## src/rtl/axi_lite_arbiter_2x1_pkg.sv

```systemverilog
// ----------------------------------------------------------------------------
// axi_lite_arbiter_2x1_pkg : shared FSM encodings and AXI response codes.
// Rev 1.0
// ----------------------------------------------------------------------------
`default_nettype none

package axi_lite_arbiter_2x1_pkg;

  localparam int unsigned CPU_WIDTH = 32;

  typedef enum logic [1:0] {
    ST_IDLE = 2'd0,
    ST_RD   = 2'd1,
    ST_WR   = 2'd2
  } state_e;

  localparam logic [1:0] RESP_OKAY   = 2'b00;
  localparam logic [1:0] RESP_SLVERR = 2'b10;

endpackage

`default_nettype wire

```

## src/rtl/axi_lite_arbiter_2x1_sel.sv

```systemverilog
// ----------------------------------------------------------------------------
// axi_lite_arbiter_2x1_sel : combinational 2:1 grant select (ARB_RR_EN = RR).
// Rev 1.0
// ----------------------------------------------------------------------------
`default_nettype none

module axi_lite_arbiter_2x1_sel
  import axi_lite_arbiter_2x1_pkg::*;
(
  input  logic [1:0] req_i,
  input  logic       last_grant_i,
  output logic       gnt_o
);

  always_comb begin
    gnt_o = last_grant_i;
    unique case (req_i)
      2'b01: gnt_o = 1'b0;
      2'b10: gnt_o = 1'b1;
      2'b11: begin
`ifdef ARB_RR_EN
        gnt_o = ~last_grant_i;
`else
        // LSU keeps fixed priority on contention
        gnt_o = 1'b1;
`endif
      end
      default: gnt_o = last_grant_i;
    endcase
  end

endmodule

`default_nettype wire

```

## src/rtl/axi_lite_arbiter_2x1.sv

```systemverilog
// ----------------------------------------------------------------------------
// axi_lite_arbiter_2x1 : 2-master/1-slave AXI-Lite arbiter, one outstanding txn.
// Rev 1.0 -- ARB_RR_EN selects round-robin contention (default: m1 priority).
// ----------------------------------------------------------------------------
`default_nettype none

module axi_lite_arbiter_2x1
  import axi_lite_arbiter_2x1_pkg::*;
#(
  parameter int unsigned ADDR_W = CPU_WIDTH,
  parameter int unsigned DATA_W = CPU_WIDTH
) (
  input  logic                i_clk,
  input  logic                i_rst_n,
  // master 0 (IFU)
  input  logic [ADDR_W-1:0]   m0_awaddr,
  input  logic                m0_awvalid,
  output logic                m0_awready,
  input  logic [DATA_W-1:0]   m0_wdata,
  input  logic [DATA_W/8-1:0] m0_wstrb,
  input  logic                m0_wvalid,
  output logic                m0_wready,
  output logic [1:0]          m0_bresp,
  output logic                m0_bvalid,
  input  logic                m0_bready,
  input  logic [ADDR_W-1:0]   m0_araddr,
  input  logic                m0_arvalid,
  output logic                m0_arready,
  output logic [DATA_W-1:0]   m0_rdata,
  output logic [1:0]          m0_rresp,
  output logic                m0_rvalid,
  input  logic                m0_rready,
  // master 1 (LSU)
  input  logic [ADDR_W-1:0]   m1_awaddr,
  input  logic                m1_awvalid,
  output logic                m1_awready,
  input  logic [DATA_W-1:0]   m1_wdata,
  input  logic [DATA_W/8-1:0] m1_wstrb,
  input  logic                m1_wvalid,
  output logic                m1_wready,
  output logic [1:0]          m1_bresp,
  output logic                m1_bvalid,
  input  logic                m1_bready,
  input  logic [ADDR_W-1:0]   m1_araddr,
  input  logic                m1_arvalid,
  output logic                m1_arready,
  output logic [DATA_W-1:0]   m1_rdata,
  output logic [1:0]          m1_rresp,
  output logic                m1_rvalid,
  input  logic                m1_rready,
  // slave
  output logic [ADDR_W-1:0]   s_awaddr,
  output logic                s_awvalid,
  input  logic                s_awready,
  output logic [DATA_W-1:0]   s_wdata,
  output logic [DATA_W/8-1:0] s_wstrb,
  output logic                s_wvalid,
  input  logic                s_wready,
  input  logic [1:0]          s_bresp,
  input  logic                s_bvalid,
  output logic                s_bready,
  output logic [ADDR_W-1:0]   s_araddr,
  output logic                s_arvalid,
  input  logic                s_arready,
  input  logic [DATA_W-1:0]   s_rdata,
  input  logic [1:0]          s_rresp,
  input  logic                s_rvalid,
  output logic                s_rready,
  // status
  output logic                o_owner,
  output logic                o_busy
);

  state_e state_q, state_d;
  logic   owner_q, owner_d;
  logic   last_grant_q, last_grant_d;
  logic   ar_done_q, ar_done_d;
  logic   aw_done_q, aw_done_d;
  logic   w_done_q, w_done_d;

  logic [1:0] req;
  logic       gnt;
  logic       gnt_is_wr;
  logic       rd_act, wr_act;
  logic       own_awvalid, own_wvalid, own_bready, own_arvalid, own_rready;
  logic       s_aw_hs, s_w_hs, s_b_hs, s_ar_hs, s_r_hs;

  assign req[0]    = m0_arvalid | m0_awvalid;
  assign req[1]    = m1_arvalid | m1_awvalid;
  assign gnt_is_wr = gnt ? m1_awvalid : m0_awvalid;

  axi_lite_arbiter_2x1_sel u_sel (
    .req_i        (req),
    .last_grant_i (last_grant_q),
    .gnt_o        (gnt)
  );

  assign rd_act = (state_q == ST_RD);
  assign wr_act = (state_q == ST_WR);

  assign own_awvalid = owner_q ? m1_awvalid : m0_awvalid;
  assign own_wvalid  = owner_q ? m1_wvalid  : m0_wvalid;
  assign own_bready  = owner_q ? m1_bready  : m0_bready;
  assign own_arvalid = owner_q ? m1_arvalid : m0_arvalid;
  assign own_rready  = owner_q ? m1_rready  : m0_rready;

  // Request channels: owner's payload muxed through, valids masked once accepted
  assign s_awaddr  = owner_q ? m1_awaddr : m0_awaddr;
  assign s_wdata   = owner_q ? m1_wdata  : m0_wdata;
  assign s_wstrb   = owner_q ? m1_wstrb  : m0_wstrb;
  assign s_araddr  = owner_q ? m1_araddr : m0_araddr;
  assign s_awvalid = wr_act & own_awvalid & ~aw_done_q;
  assign s_wvalid  = wr_act & own_wvalid  & ~w_done_q;
  assign s_arvalid = rd_act & own_arvalid & ~ar_done_q;
  assign s_bready  = wr_act & own_bready;
  assign s_rready  = rd_act & own_rready;

  assign s_aw_hs = s_awvalid & s_awready;
  assign s_w_hs  = s_wvalid  & s_wready;
  assign s_b_hs  = s_bvalid  & s_bready;
  assign s_ar_hs = s_arvalid & s_arready;
  assign s_r_hs  = s_rvalid  & s_rready;

  assign m0_awready = s_aw_hs & ~owner_q;
  assign m1_awready = s_aw_hs &  owner_q;
  assign m0_wready  = s_w_hs  & ~owner_q;
  assign m1_wready  = s_w_hs  &  owner_q;
  assign m0_arready = s_ar_hs & ~owner_q;
  assign m1_arready = s_ar_hs &  owner_q;
  assign m0_bvalid  = wr_act & s_bvalid & ~owner_q;
  assign m1_bvalid  = wr_act & s_bvalid &  owner_q;
  assign m0_rvalid  = rd_act & s_rvalid & ~owner_q;
  assign m1_rvalid  = rd_act & s_rvalid &  owner_q;

  assign m0_bresp = s_bresp;
  assign m1_bresp = s_bresp;
  assign m0_rdata = s_rdata;
  assign m1_rdata = s_rdata;
  assign m0_rresp = s_rresp;
  assign m1_rresp = s_rresp;

  assign o_owner = owner_q;
  assign o_busy  = (state_q != ST_IDLE);

  always_comb begin
    state_d      = state_q;
    owner_d      = owner_q;
    last_grant_d = last_grant_q;
    ar_done_d    = ar_done_q;
    aw_done_d    = aw_done_q;
    w_done_d     = w_done_q;
    unique case (state_q)
      ST_IDLE: begin
        if (|req) begin
          owner_d      = gnt;
          last_grant_d = gnt;
          state_d      = gnt_is_wr ? ST_WR : ST_RD;
        end
      end
      ST_RD: begin
        if (s_ar_hs) ar_done_d = 1'b1;
        if (s_r_hs) begin
          state_d   = ST_IDLE;
          ar_done_d = 1'b0;
        end
      end
      ST_WR: begin
        if (s_aw_hs) aw_done_d = 1'b1;
        if (s_w_hs)  w_done_d  = 1'b1;
        if (s_b_hs) begin
          state_d   = ST_IDLE;
          aw_done_d = 1'b0;
          w_done_d  = 1'b0;
        end
      end
      default: state_d = ST_IDLE;
    endcase
  end

  always_ff @(posedge i_clk or negedge i_rst_n) begin
    if (!i_rst_n) begin
      state_q      <= ST_IDLE;
      owner_q      <= 1'b1;
      last_grant_q <= 1'b1;
      ar_done_q    <= 1'b0;
      aw_done_q    <= 1'b0;
      w_done_q     <= 1'b0;
    end else begin
      state_q      <= state_d;
      owner_q      <= owner_d;
      last_grant_q <= last_grant_d;
      ar_done_q    <= ar_done_d;
      aw_done_q    <= aw_done_d;
      w_done_q     <= w_done_d;
    end
  end

endmodule

`default_nettype wire

```

## config.mk

```make
export PLATFORM = sky130hd
export DESIGN_NAME = axi_lite_arbiter_2x1
export DESIGN_NICKNAME = d
export VERILOG_FILES = /design/src/rtl/axi_lite_arbiter_2x1_pkg.sv /design/src/rtl/axi_lite_arbiter_2x1_sel.sv /design/src/rtl/axi_lite_arbiter_2x1.sv
export SDC_FILE = /design/constraint.sdc
export NUM_CORES = 1
export LEC_CHECK = 0
export BUFFER_PORTS_ARGS = -buffer_cell sky130_fd_sc_hd__buf_2
export CORE_AREA = 2 2 173 175
export DETAILED_ROUTE_END_ITERATION = 12
export DIE_AREA = 0 0 175 177
export GPL_TIMING_DRIVEN = 0
export PLACE_DENSITY_LB_ADDON = 0.12
export SETUP_SLACK_MARGIN = 0.15
export SYNTH_ARGS = -nofsm -noshare
export SYNTH_HDL_FRONTEND = slang
export SYNTH_SLANG_ARGS = --single-unit
```

## constraint.sdc

```tcl
create_clock -name i_clk -period 3.7 [get_ports i_clk]
set_clock_uncertainty 0.2 [all_clocks]
set_input_delay 0.185 -clock i_clk [delete_from_list [all_inputs] [get_ports i_clk]]
set_output_delay 0.185 -clock i_clk [all_outputs]
set_load 0.02 [all_outputs]
```

==> impl_metrics.yaml <==
clocking:
  hold_buffers: 3
  cts_num_sinks: 6
  total_of_cells_resized_after_clock_tree_synthesis: 0
  postCtsSetupBuffers: 0
  clockRootBuffer: "sky130_fd_sc_hd__clkbuf_16"
  ctsHtreeMaxLevel: 1
  clock_tree_from_tritoncts: "done"
  cts_inserted_buffers: 3
  maximum_buffer_depth_of_the_clock_tree: 2
  clkTransAtPathRegs_ns: 0.04
  clk-insertion-delay-late_ns: 0.23
flow_run:
  count_of_max_cap_constraint_violations: 0
critical_path:
  crit_type: "flip-flop to primary output"
  startpoint_type: "flip-flop"
  setup.reg_to_reg.worst_slack_ns: 1.86
  critPathArrivalTime_ns: 2.02
  end_kind: "primary output"
  worst-endpoint-required_ns: 3.31
  critPathMaxFanout: 10
synthesis:
  synth_cell_type_count: 22
  post_synth_instance_area_um2: 2200
  synthesis.instances: 235
  yosysWarningCount: 0
  syn_avg_cell_area_um2: 9.35
  postSynthRegisterBits: 6
  synth.net_count: 488
  seq_area_frac_synth_pct: 6.89
global_route:
  track_usage_pct: 7.94
  antenna_violations_before_repair: 0
  pin_count_of_the_biggest_net_entering_global_routing: 11
  first_global_vias: 3149
  wire_length_of_the_first_global_routing_pass_mm: 18.5
  global_route_total_overflow: 0
floorplanning:
  io_pins: 442
  chipWidth_um: 175
  floorplan.initialDensity_pct: 7.51
  vertical_die_dimension_um: 177
  rows: 63
  core_region_area_um2: 29200
  design.die.area_um2: 31000
route:
  post_drt_wl_per_cell_um: 13.5
  final_antenna_net_count: 0
  initialDrtViolationCount: 33
  drt_wl_total_mm: 14.0
  via_count: 3203
  drc: 0
  detail_route.vias_per_cell: 3.09
  first_pass_iters: 4
status:
  run_status: "complete, no violations"
timing:
  maxSlewViolCount: 0
  setup-violations-final: 0
  fmax_mhz: 416
  tightest_slew_ns: 0.457
  grt_setup_unrepaired: "false"
  hold_viol_final: 0
  post-route-worst-setup-slack_ns: 1.30
  period_needed_ns: 2.40
  relSlewSlack_pct: 68.6
  finalSetupTns_ns: 0
  final.period_utilization_pct: 64.9
cells_and_area:
  mostFrequentLayoutCell: "sky130_fd_sc_hd__buf_2"
  design.final.nets: 901
  layout.cells.most_common_list: "sky130_fd_sc_hd__buf_2 (415), sky130_fd_sc_hd__mux2_2 (100), sky130_fd_sc_hd__buf_4 (74)"
  design_area_um2: 4820
  layout.filler_cells: 3440
  post_route_cells_drive_above_1_share_pct: 92.4
  num_antenna_cells: 0
  syn_to_final_growth_pct: 119
power_and_ir_drop:
  power_density_nw_per_um2: 517
  power.leakage_nw: 2.66
  power.ir.vdd_worst_uv: 138
placed_design:
  port_buffers: 405
  finalWeightedCongestion: 0.689
  dpl_cell_area_um2: 4710
  post-dp-hpwl_mm: 12.9
  post-place-ws_ns: 1.47
min_path:
  min_path_type: "input pin to flip-flop"
## logic make-up (layout without fill, tap and decap cells)
group | after synthesis | in the layout | share of synthesized area (%)
DFF | 6 | 6 | 6.89
buffers and inverters | 88 | 500 | 28.6
AOI/OAI and AO/OA | 9 | 9 | 3.07
and+or+nand+nor | 27 | 27 | 7.92
muxes | 105 | 105 | 53.5
## cells in the mapped netlist
| library cell | n | area (µm²) |
|---|---|---|
| sky130_fd_sc_hd__mux2_2 | 100 | 1130 |
| sky130_fd_sc_hd__buf_4 | 74 | 556 |
| sky130_fd_sc_hd__buf_2 | 10 | 50.1 |
| sky130_fd_sc_hd__nor2_1 | 7 | 26.3 |
| sky130_fd_sc_hd__and2_1 | 6 | 37.5 |
| sky130_fd_sc_hd__nor3_1 | 6 | 30.0 |
| sky130_fd_sc_hd__dfrtp_1 | 5 | 125 |
| sky130_fd_sc_hd__mux2i_1 | 5 | 50.1 |
| sky130_fd_sc_hd__o21ai_0 | 4 | 20.0 |
| sky130_fd_sc_hd__inv_1 | 3 | 11.3 |
| sky130_fd_sc_hd__a211oi_1 | 2 | 15.0 |
| sky130_fd_sc_hd__a2bb2oi_1 | 2 | 17.5 |
| sky130_fd_sc_hd__nand2b_1 | 2 | 12.5 |
| sky130_fd_sc_hd__a2bb2oi_2 | 1 | 15.0 |
| sky130_fd_sc_hd__buf_6 | 1 | 11.3 |
| sky130_fd_sc_hd__dfstp_2 | 1 | 26.3 |
| sky130_fd_sc_hd__nand3b_1 | 1 | 7.51 |
| sky130_fd_sc_hd__nor2b_1 | 1 | 6.26 |
| sky130_fd_sc_hd__nor4b_1 | 1 | 8.76 |
| sky130_fd_sc_hd__nor4b_2 | 1 | 15.0 |
| sky130_fd_sc_hd__nor4b_4 | 1 | 23.8 |
| sky130_fd_sc_hd__or2_2 | 1 | 6.26 |
## state kept, by name, summed over array words and instances (netlist names)
| register | count |
|---|---|
| state_q | 2 |
| ar_done_q | 1 |
| aw_done_q | 1 |
| last_grant_q | 1 |
| w_done_q | 1 |
## worst max-delay path, cell delays in order, from the launching register on
cell and delay [ns]:
sky130_fd_sc_hd__dfstp_2 0.52, sky130_fd_sc_hd__buf_4 0.14, sky130_fd_sc_hd__buf_2 0.24, sky130_fd_sc_hd__buf_2 0.30
sky130_fd_sc_hd__inv_1 0.18, sky130_fd_sc_hd__nor3_1 0.21, sky130_fd_sc_hd__buf_2 0.20
## final timing paths
path | cells after the start | from | to
max in group asynchronous | 2 | i_rst_n | last_grant_q$_DFFE_PN1P_
max | 6 | last_grant_q$_DFFE_PN1P_ | m1_bvalid
min reg2reg | 1 | ar_done_q$_DFFE_PN0P_ | ar_done_q$_DFFE_PN0P_
min | 3 | m1_arvalid | last_grant_q$_DFFE_PN1P_
max reg2reg | 5 | last_grant_q$_DFFE_PN1P_ | w_done_q$_DFFE_PN0P_
min in group asynchronous | 2 | i_rst_n | ar_done_q$_DFFE_PN0P_
## stage by stage
stage | std cells | hold WS, ns | utilization (%) | power (mW)
after floorplan | 235 | -0.311 | - | 1.59
after global routing | 1037 | 0.103 | 16.5 | 2.66
after global placement | 1030 | -0.147 | 16.1 | 2.38
final | 1037 | 0.0780 | 16.5 | 2.49
after detailed placement | 1030 | -0.139 | 16.1 | 2.37
after CTS | 1037 | 0.0701 | 16.5 | 2.58
## layout make-up
| class | instances | area (µm²) | share of cell area (%) |
|---|---|---|---|
| timing repair buffer | 408 | 2060 | 42.7 |
| inverter | 3 | 11.3 | 0.234 |
| clock buffer | 4 | 78.8 | 1.64 |
| sequential | 6 | 151 | 3.14 |
| tap | 390 | 488 | 10.1 |
| buffer | 85 | 617 | 12.8 |
| multi-input combinational | 141 | 1420 | 29.4 |
## power by group
part	switching [mW]	total (mW)	internal (mW)
clock network	0.0471	0.191	0.144
registers	0.0374	0.138	0.101
logic	1.23	2.16	0.936
total	1.31	2.49	1.18
## per-layer routing
layer | up-vias | wire [µm] | global-route usage (%)
met5 | - | 0 | 0
met1 | 1398 | 4820 | 7.99
met3 | 8 | 1180 | 1.83
li1 | 1575 | - | -
met4 | 0 | 216 | 1.70
met2 | 222 | 7770 | 16.3
(Power assumes the default switching activity.)
